$ cat src/rtl/uart_host_bridge.sv
// Host-side bridge for the uartICE40 core: baud strobe generation,
// transmit/receive byte FIFOs with valid/ready streams and overflow flag.
module uart_host_bridge #(
  parameter int DIVISOR      = 13,
  parameter int TXDEPTH_LOG2 = 4,
  parameter int RXDEPTH_LOG2 = 4
) (
  input  logic       clk,
  input  logic       rst,
  input  logic [7:0] tx_data,
  input  logic       tx_valid,
  output logic       tx_ready,
  output logic [7:0] rx_data,
  output logic       rx_valid,
  input  logic       rx_ready,
  output logic       rx_overflow,
  input  logic       ovf_clr,
  output logic       tx_idle,
  output logic       bitxce,
  output logic       load,
  output logic [7:0] d,
  input  logic       txbusy,
  input  logic       bytercvd,
  input  logic [7:0] q
);

  localparam int CW = (DIVISOR > 2) ? $clog2(DIVISOR) : 1;
  localparam logic [CW-1:0] CNT_MAX = CW'(DIVISOR - 1);
  localparam logic [CW-1:0] CNT_PRE = CW'(DIVISOR - 2);
  localparam logic [CW-1:0] CNT_ONE = 1;

  localparam int TXD = 1 << TXDEPTH_LOG2;
  localparam int RXD = 1 << RXDEPTH_LOG2;
  localparam logic [TXDEPTH_LOG2:0] TX_FULL = {1'b1, {TXDEPTH_LOG2{1'b0}}};
  localparam logic [RXDEPTH_LOG2:0] RX_FULL = {1'b1, {RXDEPTH_LOG2{1'b0}}};
  localparam logic [TXDEPTH_LOG2-1:0] TX_P1 = 1;
  localparam logic [RXDEPTH_LOG2-1:0] RX_P1 = 1;
  localparam logic [TXDEPTH_LOG2:0] TX_C1 = 1;
  localparam logic [RXDEPTH_LOG2:0] RX_C1 = 1;

  logic [CW-1:0] cnt_q, cnt_d;
  logic          bitxce_q, bitxce_d;

  logic [7:0]              tx_mem_q [TXD];
  logic [TXDEPTH_LOG2-1:0] tx_wptr_q, tx_wptr_d;
  logic [TXDEPTH_LOG2-1:0] tx_rptr_q, tx_rptr_d;
  logic [TXDEPTH_LOG2:0]   tx_cnt_q, tx_cnt_d;
  logic                    load_q, load_d;
  logic [7:0]              d_q, d_d;
  logic                    tx_empty, tx_push, tx_pop;

  logic [7:0]              rx_mem_q [RXD];
  logic [RXDEPTH_LOG2-1:0] rx_wptr_q, rx_wptr_d;
  logic [RXDEPTH_LOG2-1:0] rx_rptr_q, rx_rptr_d;
  logic [RXDEPTH_LOG2:0]   rx_cnt_q, rx_cnt_d;
  logic                    ovf_q, ovf_d;
  logic                    rx_full, rx_push, rx_pop, rx_drop;

  always_comb begin
    cnt_d    = (cnt_q == CNT_MAX) ? '0 : cnt_q + CNT_ONE;
    // Registered strobe lands in the cycle where the count sits at its top.
    bitxce_d = (cnt_q == CNT_PRE);
  end

  assign tx_empty = (tx_cnt_q == '0);
  assign tx_ready = (tx_cnt_q != TX_FULL);
  assign tx_push  = tx_valid & tx_ready;

  always_comb begin
    tx_wptr_d = tx_wptr_q;
    tx_rptr_d = tx_rptr_q;
    tx_cnt_d  = tx_cnt_q;
    load_d    = 1'b0;
    d_d       = d_q;
    // An empty FIFO forwards the incoming byte straight into d.
    tx_pop    = (!tx_empty | tx_push) & !txbusy & !load_q;
    if (tx_pop) begin
      load_d    = 1'b1;
      d_d       = tx_empty ? tx_data : tx_mem_q[tx_rptr_q];
      tx_rptr_d = tx_rptr_q + TX_P1;
    end
    if (tx_push) tx_wptr_d = tx_wptr_q + TX_P1;
    unique case ({tx_push, tx_pop})
      2'b10:   tx_cnt_d = tx_cnt_q + TX_C1;
      2'b01:   tx_cnt_d = tx_cnt_q - TX_C1;
      default: tx_cnt_d = tx_cnt_q;
    endcase
  end

  assign rx_valid = (rx_cnt_q != '0);
  assign rx_full  = (rx_cnt_q == RX_FULL);
  assign rx_pop   = rx_valid & rx_ready;
  assign rx_push  = bytercvd & (!rx_full | rx_pop);
  assign rx_drop  = bytercvd & rx_full & !rx_pop;

  always_comb begin
    rx_wptr_d = rx_push ? rx_wptr_q + RX_P1 : rx_wptr_q;
    rx_rptr_d = rx_pop ? rx_rptr_q + RX_P1 : rx_rptr_q;
    unique case ({rx_push, rx_pop})
      2'b10:   rx_cnt_d = rx_cnt_q + RX_C1;
      2'b01:   rx_cnt_d = rx_cnt_q - RX_C1;
      default: rx_cnt_d = rx_cnt_q;
    endcase
    ovf_d = rx_drop | (ovf_q & !ovf_clr);
  end

  always_ff @(posedge clk) begin
    if (rst) begin
      cnt_q     <= '0;
      bitxce_q  <= 1'b0;
      tx_wptr_q <= '0;
      tx_rptr_q <= '0;
      tx_cnt_q  <= '0;
      load_q    <= 1'b0;
      d_q       <= '0;
      rx_wptr_q <= '0;
      rx_rptr_q <= '0;
      rx_cnt_q  <= '0;
      ovf_q     <= 1'b0;
    end else begin
      cnt_q     <= cnt_d;
      bitxce_q  <= bitxce_d;
      tx_wptr_q <= tx_wptr_d;
      tx_rptr_q <= tx_rptr_d;
      tx_cnt_q  <= tx_cnt_d;
      load_q    <= load_d;
      d_q       <= d_d;
      rx_wptr_q <= rx_wptr_d;
      rx_rptr_q <= rx_rptr_d;
      rx_cnt_q  <= rx_cnt_d;
      ovf_q     <= ovf_d;
    end
  end

  always_ff @(posedge clk) begin
    if (!rst && tx_push) tx_mem_q[tx_wptr_q] <= tx_data;
    if (!rst && rx_push) rx_mem_q[rx_wptr_q] <= q;
  end

  assign rx_data     = rx_mem_q[rx_rptr_q];
  assign rx_overflow = ovf_q;
  assign tx_idle     = tx_empty & !load_q & !txbusy;
  assign bitxce      = bitxce_q;
  assign load        = load_q;
  assign d           = d_q;

endmodule
$ cat config.mk
export PLATFORM = sky130hd
export DESIGN_NAME = uart_host_bridge
export DESIGN_NICKNAME = d
export VERILOG_FILES = /design/src/rtl/uart_host_bridge.sv
export SDC_FILE = /design/constraint.sdc
export NUM_CORES = 1
export LEC_CHECK = 0
export CORE_AREA = 8 8 166 324
export DETAILED_ROUTE_END_ITERATION = 7
export DIE_AREA = 0 0 174 332
export DONT_BUFFER_PORTS = 1
export SYNTH_ARGS = -nofsm -noshare
export SYNTH_HDL_FRONTEND = slang
export SYNTH_SLANG_ARGS = --single-unit
$ cat constraint.sdc
create_clock -name clk -period 3.8 [get_ports clk]
set_input_delay 0.95 -clock clk [delete_from_list [all_inputs] [get_ports clk]]
set_output_delay 0.95 -clock clk [all_outputs]
set_load 0.05 [all_outputs]
======== Word-level counts from Yosys, hierarchy flattened ========
Memories as Yosys holds them, arrays and structs flattened. A register that Yosys moved wholly into a read port is not among the register bits.
Index checks and enable logic that the tools add are counted.
storage, ports and cells
  word-level logic and storage cells ...... 69
  input bits .............................. 23
  bits in writable memories ............... 256
  output and inout bits ................... 22
  register bits ........................... 41
  memories kept ........................... 2
memory list
  name      words  width  rd ports  clocked after memory_dff  write ports  RTL line  text
  rx_mem_q  16     8      1         1                         1            52        logic [7:0] rx_mem_q [RXD];
  tx_mem_q  16     8      1         1                         1            44        logic [7:0] tx_mem_q [TXD];
cells by class
  reductions and logical operators ........ 14
  muxes and demuxes ....................... 12
  equality and inequality tests ........... 8
  $add $sub $neg .......................... 9
  bitwise gates (word level) .............. 13
operators with widths
  cell                 count
  $add 4x1->4 const B  5
  $pmux 5 s2           2
  $mux 4               4
  $add 5x1->5 const B  2
  $and 1x1->1          10
  $sub 5x1->5 const B  2
  $eq 4x4->1 const B   2
  $mux 8               1
  $logic_not 1->1      7
  $eq 5x5->1 const B   1
  $logic_not 5->1      1
  $mux 1               5
  $ne 5x5->1 const B   1
  $reduce_bool 5->1    1
  $eq 2x1->1 const B   2
  $eq 2x2->1 const B   2
  $reduce_bool 2->1    2
  $or 1x1->1           3
  $logic_and 1x1->1    2
  $reduce_or 2->1      1

======== Logic depth before layout (Yosys ltp) ========
Gate-level depths: netlist of the first run.
  depth after elaboration ................. 7
  gate-level depth with buffers ........... 13
  mapped depth without buffers ............ 10

======== Least setup slack after synthesis of the first run ========
OpenSTA, ideal clock, no wires.
  kind .................................... in2out
  start point ............................. input txbusy
  end point ............................... output tx_idle
  stages on the path ...................... 3
  buffers on the path ..................... 1
  required time ........................... 2.850 ns
  path slack .............................. 0.369 ns
  arrival time ............................ 2.481 ns
  cells stage by stage .................... or2_2 -> clkbuf_1 -> nor3_1
between the ends
  word-level cells in the longest chain between the ends .. 2
ends and longest elaborated chain
  item             RTL line  text
  from (decl)      22        input logic txbusy,
  $logic_not 1->1  142       assign tx_idle = tx_empty & !load_q & !txbusy;
  $and 1x1->1      142
  to (decl)        18        output logic tx_idle,
Every way passes these cells.

==> results of run 1 <==
-- kinds of logic after synthesis --
logic type               count (synthesis)  share of synthesized area, %
multiplexers                            87                          13.7
flip-flops                             305                          71.2
XOR/XNOR                                16                          1.21
AO/OA/AOI/OAI                           81                          4.72
buffers and inverters                   52                          1.85
adder cells (fa/ha/maj)                 21                          2.22
AND/OR/NAND/NOR                        132                          5.11
-- cell usage after synthesis, types with 6 or more instances --
cell / count
edfxtp_1: 256
mux4_2: 64
nor2_1: 58
dfxtp_1: 49
nand2_1: 26
mux2i_1: 22
ha_1: 20
clkbuf_1: 17
inv_1: 14
a21oi_1: 12
a211oi_1: 10
buf_1: 10
o22ai_1: 10
xor2_1: 10
a22oi_1: 8
a31oi_1: 8
nor3_1: 8
buf_2: 7
o221ai_1: 7
nand3_1: 6
nor3b_1: 6
o21ai_0: 6
-- metal layers --
metal,GRT usage (%),vias to the layer above
li1,-,2738
met4,2.74,0
met1,10.4,3150
met5,0,-
met2,14.2,179
met3,2.66,35
-- path summary, 6_finish.rpt --
path,from,end
worst max-delay path,flop,rx_data[0]
worst min-delay path,rst,tx_cnt_q[0]
worst max register to register,rx_cnt_q[0],rx_cnt_q[4]
worst min register to register,cnt_q[2],cnt_q[2]
-- through the flow --
step	hold slack (ps)	worst slack, ps	util, %	power, mW
final	449	160	27.7	8.17
after global routing	419	27.9	27.7	8.50
after CTS	416	94.6	27.7	8.24
after detailed placement	482	530	26.0	5.61
after global placement	458	609	26.0	5.55
after floorplan	454	369	-	5.31
-- placed cells by master, fill, tap and decap left out, types with 8 or more instances in the layout --
cell | netlist | routed
a211oi_1 | 10 | 10
a21oi_1 | 12 | 12
a22oi_1 | 8 | 8
a31oi_1 | 8 | 8
clkbuf_16 | 0 | 27
dfxtp_1 | 49 | 46
edfxtp_1 | 256 | 256
ha_1 | 20 | 20
inv_1 | 14 | 14
mux2i_1 | 22 | 22
mux4_2 | 64 | 64
nand2_1 | 26 | 26
nor2_1 | 58 | 58
o22ai_1 | 10 | 10
xor2_1 | 10 | 10
-- registers in the layout, summed over array words and instances, names as in the netlist, named ones only --
name / cells
tx_wptr_q: 4
bitxce: 1
rx_overflow: 1
d: 8
rx_cnt_q: 5
rx_rptr_q: 4
tx_mem_q: 128
load: 1
cnt_q: 4
tx_cnt_q: 5
rx_mem_q: 128
tx_rptr_q: 4
rx_wptr_q: 4
-- power breakdown --
| part | switching (mW) | internal, mW |
|---|---|---|
| Combinational | 0.852 | 0.575 |
| Clock | 1.18 | 1.45 |
| Sequential | 0.342 | 3.78 |
-- cell type report --
type,count,area share [%]
flip-flops and latches,305,63.1
inverters,15,0.428
well taps,649,5.91
clock inverters,15,1.03
repair buffers,8,0.528
clock buffers,33,5.08
multi-input cells,337,23.9
==> metrics.txt, run 1 <==
status=finished, final reports clean; FF+latch area=8670 µm²; FILL cells=4,974; delay-heaviest family, CP=multiplexers; Final #Nets=738; Worst Path Required=2850 ps; number of synthesized register bits=305; YS warnings=0; Inserted Clock Buffers=27; clk sink count=305; GR Overflow Total=0; remaining routing DRC violations=0; Tmin final=3640 ps; I/O Buffers=0; Hold Path Depth=1; drt via density=4.48; final wirelength=25,000 µm; FFs w/ async S/R, synth=0%; r2r setup slk=550 ps; first-pass GRT wire length=38,900 µm; Worst Reg-to-Reg Cells=9; Bufs on Longest Clock Path=3; Post-Layout Inst Area=13,700 µm²; gpl congestion=0.833; DR vias=6,102; most used cell, CP=mux4_2; CTS tree=done; slowest library cell on the worst path=dfxtp_2; Final Cycle Share=95.8%; distinct cell type count after synthesis=57; root buffer cell=clkbuf_16; Setup TNS=0 ps; synth top area cells=edfxtp_1 (63%), mux4_2 (12%), dfxtp_1 (8.1%), ha_1 (2.1%), mux2i_1 (1.8%); Initial DRC Count=579; drt wl/cell=18.3 µm; full die area=57,800 µm²; vias in the first global route=6,391; Final Max Slew Viols=0; Syn Nets=738; initial antenna violation count=1; met3 wire length=2060 µm; row cnt=116; Setup Fix Bufs, Post-CTS=0; area leader, netlist=edfxtp_1; met2 routed WL=12,100 µm; H-tree levels=1; Fmax=275 MHz; # diodes=0; Post-Synthesis Cell Area=12,200 µm²; Buf+Inv Stages, Crit Path=1; post_cts resized=0; worst stage delay on the critical path=680 ps; Critical Setup Path Class=flop to output pin; Initial Util=24.5%; final setup fails=0; CP max FO=14; Worst-Margin Slew=1190 ps; Max-Cap Viols=0; share of the synthesized area in the top cell type=63.1%; number of I/O pins=45; Lkg Pwr=4.17 nW; Die Width=174 µm; Syn-to-layout area delta=12.9%; sequential area share after synthesis=71.2%; clk_skew=22.5 ps; Worst path depth=3; DP Wirelength=16,600 µm; TritonRoute pass-1 iters=5; fin cells=1,362; footprint of the multi-input gates=3290 µm²; clk_lat worst skew=560 ps; total core area=49,600 µm²; largest net degree at the start of global routing=44; DRT met1 WL=10,200 µm; total global routing track utilization=8.55%; worst IR drop on VDD=347 µV; Fin. Hold Viols=0; Die Ht=332 µm; remaining antenna violation count=0; clock slew at reported path FFs=70 ps; Rel. slew slack=20.4%; layout cell share with drive strength beyond 1=17.3%; Critical Path Source Type=flop; RSZ-0062 raised after global routing=false; prevailing post-synth register cell=edfxtp_1; Tightest Hold Check Type=input pin to flop; EDFF count, synth=256; CP Capture Type=output pin; area of placed instances=12,900 µm²; placed cell count=1,314; Syn Inst Count=694; crit path cell chain=buf_4, mux4_2, mux4_2; Avg Inst Size Synth=17.6 µm²; DR top layer=met4; Post-CTS Hold Fix Bufs=0; Pwr Density=594 nW/µm²; crit path DAT=2690 ps
Note: power is estimated with default switching activity, not from simulation.
==> run 2, diff against run 1 <==
Settings changed: CORE_AREA 8 8 166 324 to 8 8 294 182, DIE_AREA 0 0 174 332 to 0 0 302 190.
==> run 2 against run 1 <==
- clock power is 19% higher
- sequential power hardly changed
- non-clock buffer count is 19 higher
- fmax is 3.0% higher
- hold slack better by 29 ps
- critical path depth stayed put
- wire length is 8.3% higher
- via count is 3.9% higher
- sequential share of layout area is 1.6 points lower
- core utilization is 1.1 points higher
- combinational power is 3% higher
- largest cell class unchanged
==> metrics.txt, run 2 (synthesized netlist as in run 1, its figures left out) <==
crit path DAT=2580 ps; Die Ht=190 µm; Critical Path Source Type=flop; drt via density=4.55; status=finished, final reports clean; # diodes=0; Setup Fix Bufs, Post-CTS=0; RSZ-0062 raised after global routing=false; row cnt=63; Fmax=283 MHz; drt wl/cell=19.4 µm; Max-Cap Viols=0; total core area=49,000 µm²; number of I/O pins=45; final wirelength=27,000 µm; DP Wirelength=18,300 µm; Final Max Slew Viols=0; Syn-to-layout area delta=15.8%; commonest non-fill, non-tap cells in the layout=edfxtp_1 (256), mux4_2 (64), nor2_1 (58), dfxtp_1 (46), clkbuf_16 (37); largest net degree at the start of global routing=44; CP Capture Type=output pin; Initial DRC Count=535; Lkg Pwr=4.40 nW; gpl congestion=0.778; Post-CTS Hold Fix Bufs=0; H-tree levels=2; Post-Route Utilization=28.8%; CP max FO=23; Worst-Margin Slew=957 ps; Final Cycle Share=93.0%; most common cell after layout, fill and taps aside=edfxtp_1; worst IR drop on VDD=275 µV; Bufs on Longest Clock Path=3; clk_skew=17.7 ps; Die Width=302 µm; post_cts resized=0; first-pass GRT wire length=40,600 µm; Tightest Hold Check Type=flop to flop; clk_lat worst skew=500 ps; full die area=57,400 µm²; vias in the first global route=6,296; TritonRoute pass-1 iters=5; Worst Path Required=2850 ps; I/O Buffers=0; Final #Nets=764; Fin. Hold Viols=0; FILL cells=4,793; clk sink count=305; DR vias=6,343; Rel. slew slack=35.6%; root buffer cell=clkbuf_16; CTS tree=done; GR Overflow Total=0; Setup TNS=0 ps; total global routing track utilization=9.24%; initial antenna violation count=0; final setup fails=0; Inserted Clock Buffers=34; layout cell share with drive strength beyond 1=20.7%; Initial Util=24.9%; Tmin final=3530 ps; Critical Setup Path Class=flop to output pin; remaining antenna violation count=0; Pwr Density=616 nW/µm²; remaining routing DRC violations=0; clock slew at reported path FFs=60 ps
run 2: cell count changes in the layout (fill, tap and decap cells not counted):
cell / previous run / this run
clkinv_1: 7 / 5
clkbuf_16: 27 / 37
bufinv_16: 2 / 1
inv_16: 1 / 0
clkbuf_1: 6 / 7
clkinv_2: 1 / 6
buf_4: 7 / 26
clkinvlp_4: 4 / 1
inv_6: 0 / 2
run 2: power breakdown:
group          switching [mW]  leakage (nW)  internal [mW]
combinational           0.896          1.17          0.582
clock                    1.27         0.519           1.84
sequential              0.326          2.71           3.78
total                    2.50          4.40           6.20
run 2: path summary, 6_finish.rpt:
kind	start	slack, ps	endpoint	cells past startpoint
max	flop	270	rx_data[3]	3
min	cnt_q[0]	480	cnt_q[0]	1
max reg2reg	tx_cnt_q[2]	490	tx_cnt_q[4]	10
min reg2reg	cnt_q[0]	480	cnt_q[0]	1
run 2: final cells by class:
| class | count | area (µm²) | area share (%) |
|---|---|---|---|
| timing repair buffer | 27 | 215 | 1.53 |
| multi-input combinational | 337 | 3290 | 23.3 |
| clock inverter | 15 | 104 | 0.736 |
| tap | 650 | 813 | 5.76 |
| sequential | 305 | 8670 | 61.5 |
| inverter | 15 | 58.8 | 0.417 |
| clock buffer | 44 | 952 | 6.75 |
run 2: metal layers:
layer	global-route usage (%)	vias up	part of all wire (%)
li1	-	2803	-
met1	14.6	3301	52
met2	12.8	202	40
met3	1.69	37	6.2
met4	2.25	0	1.8
met5	0	-	0
run 2: through the flow:
stage	instances	hold slack (ps)	instance area [µm²]	power, mW	setup WS, ps
CTS	1393	488	14100	8.80	207
global route	1393	508	14100	9.06	148
floorplan	694	454	12200	5.31	369
finish	1393	478	14100	8.70	265
global placement	1334	463	13100	5.65	619
detailed placement	1334	479	13100	5.67	528
run 2: critical path: stages, from the launching register on:
cell,delay [ps]
dfxtp_2,560
buf_12,270
mux4_2,580
mux4_2,650
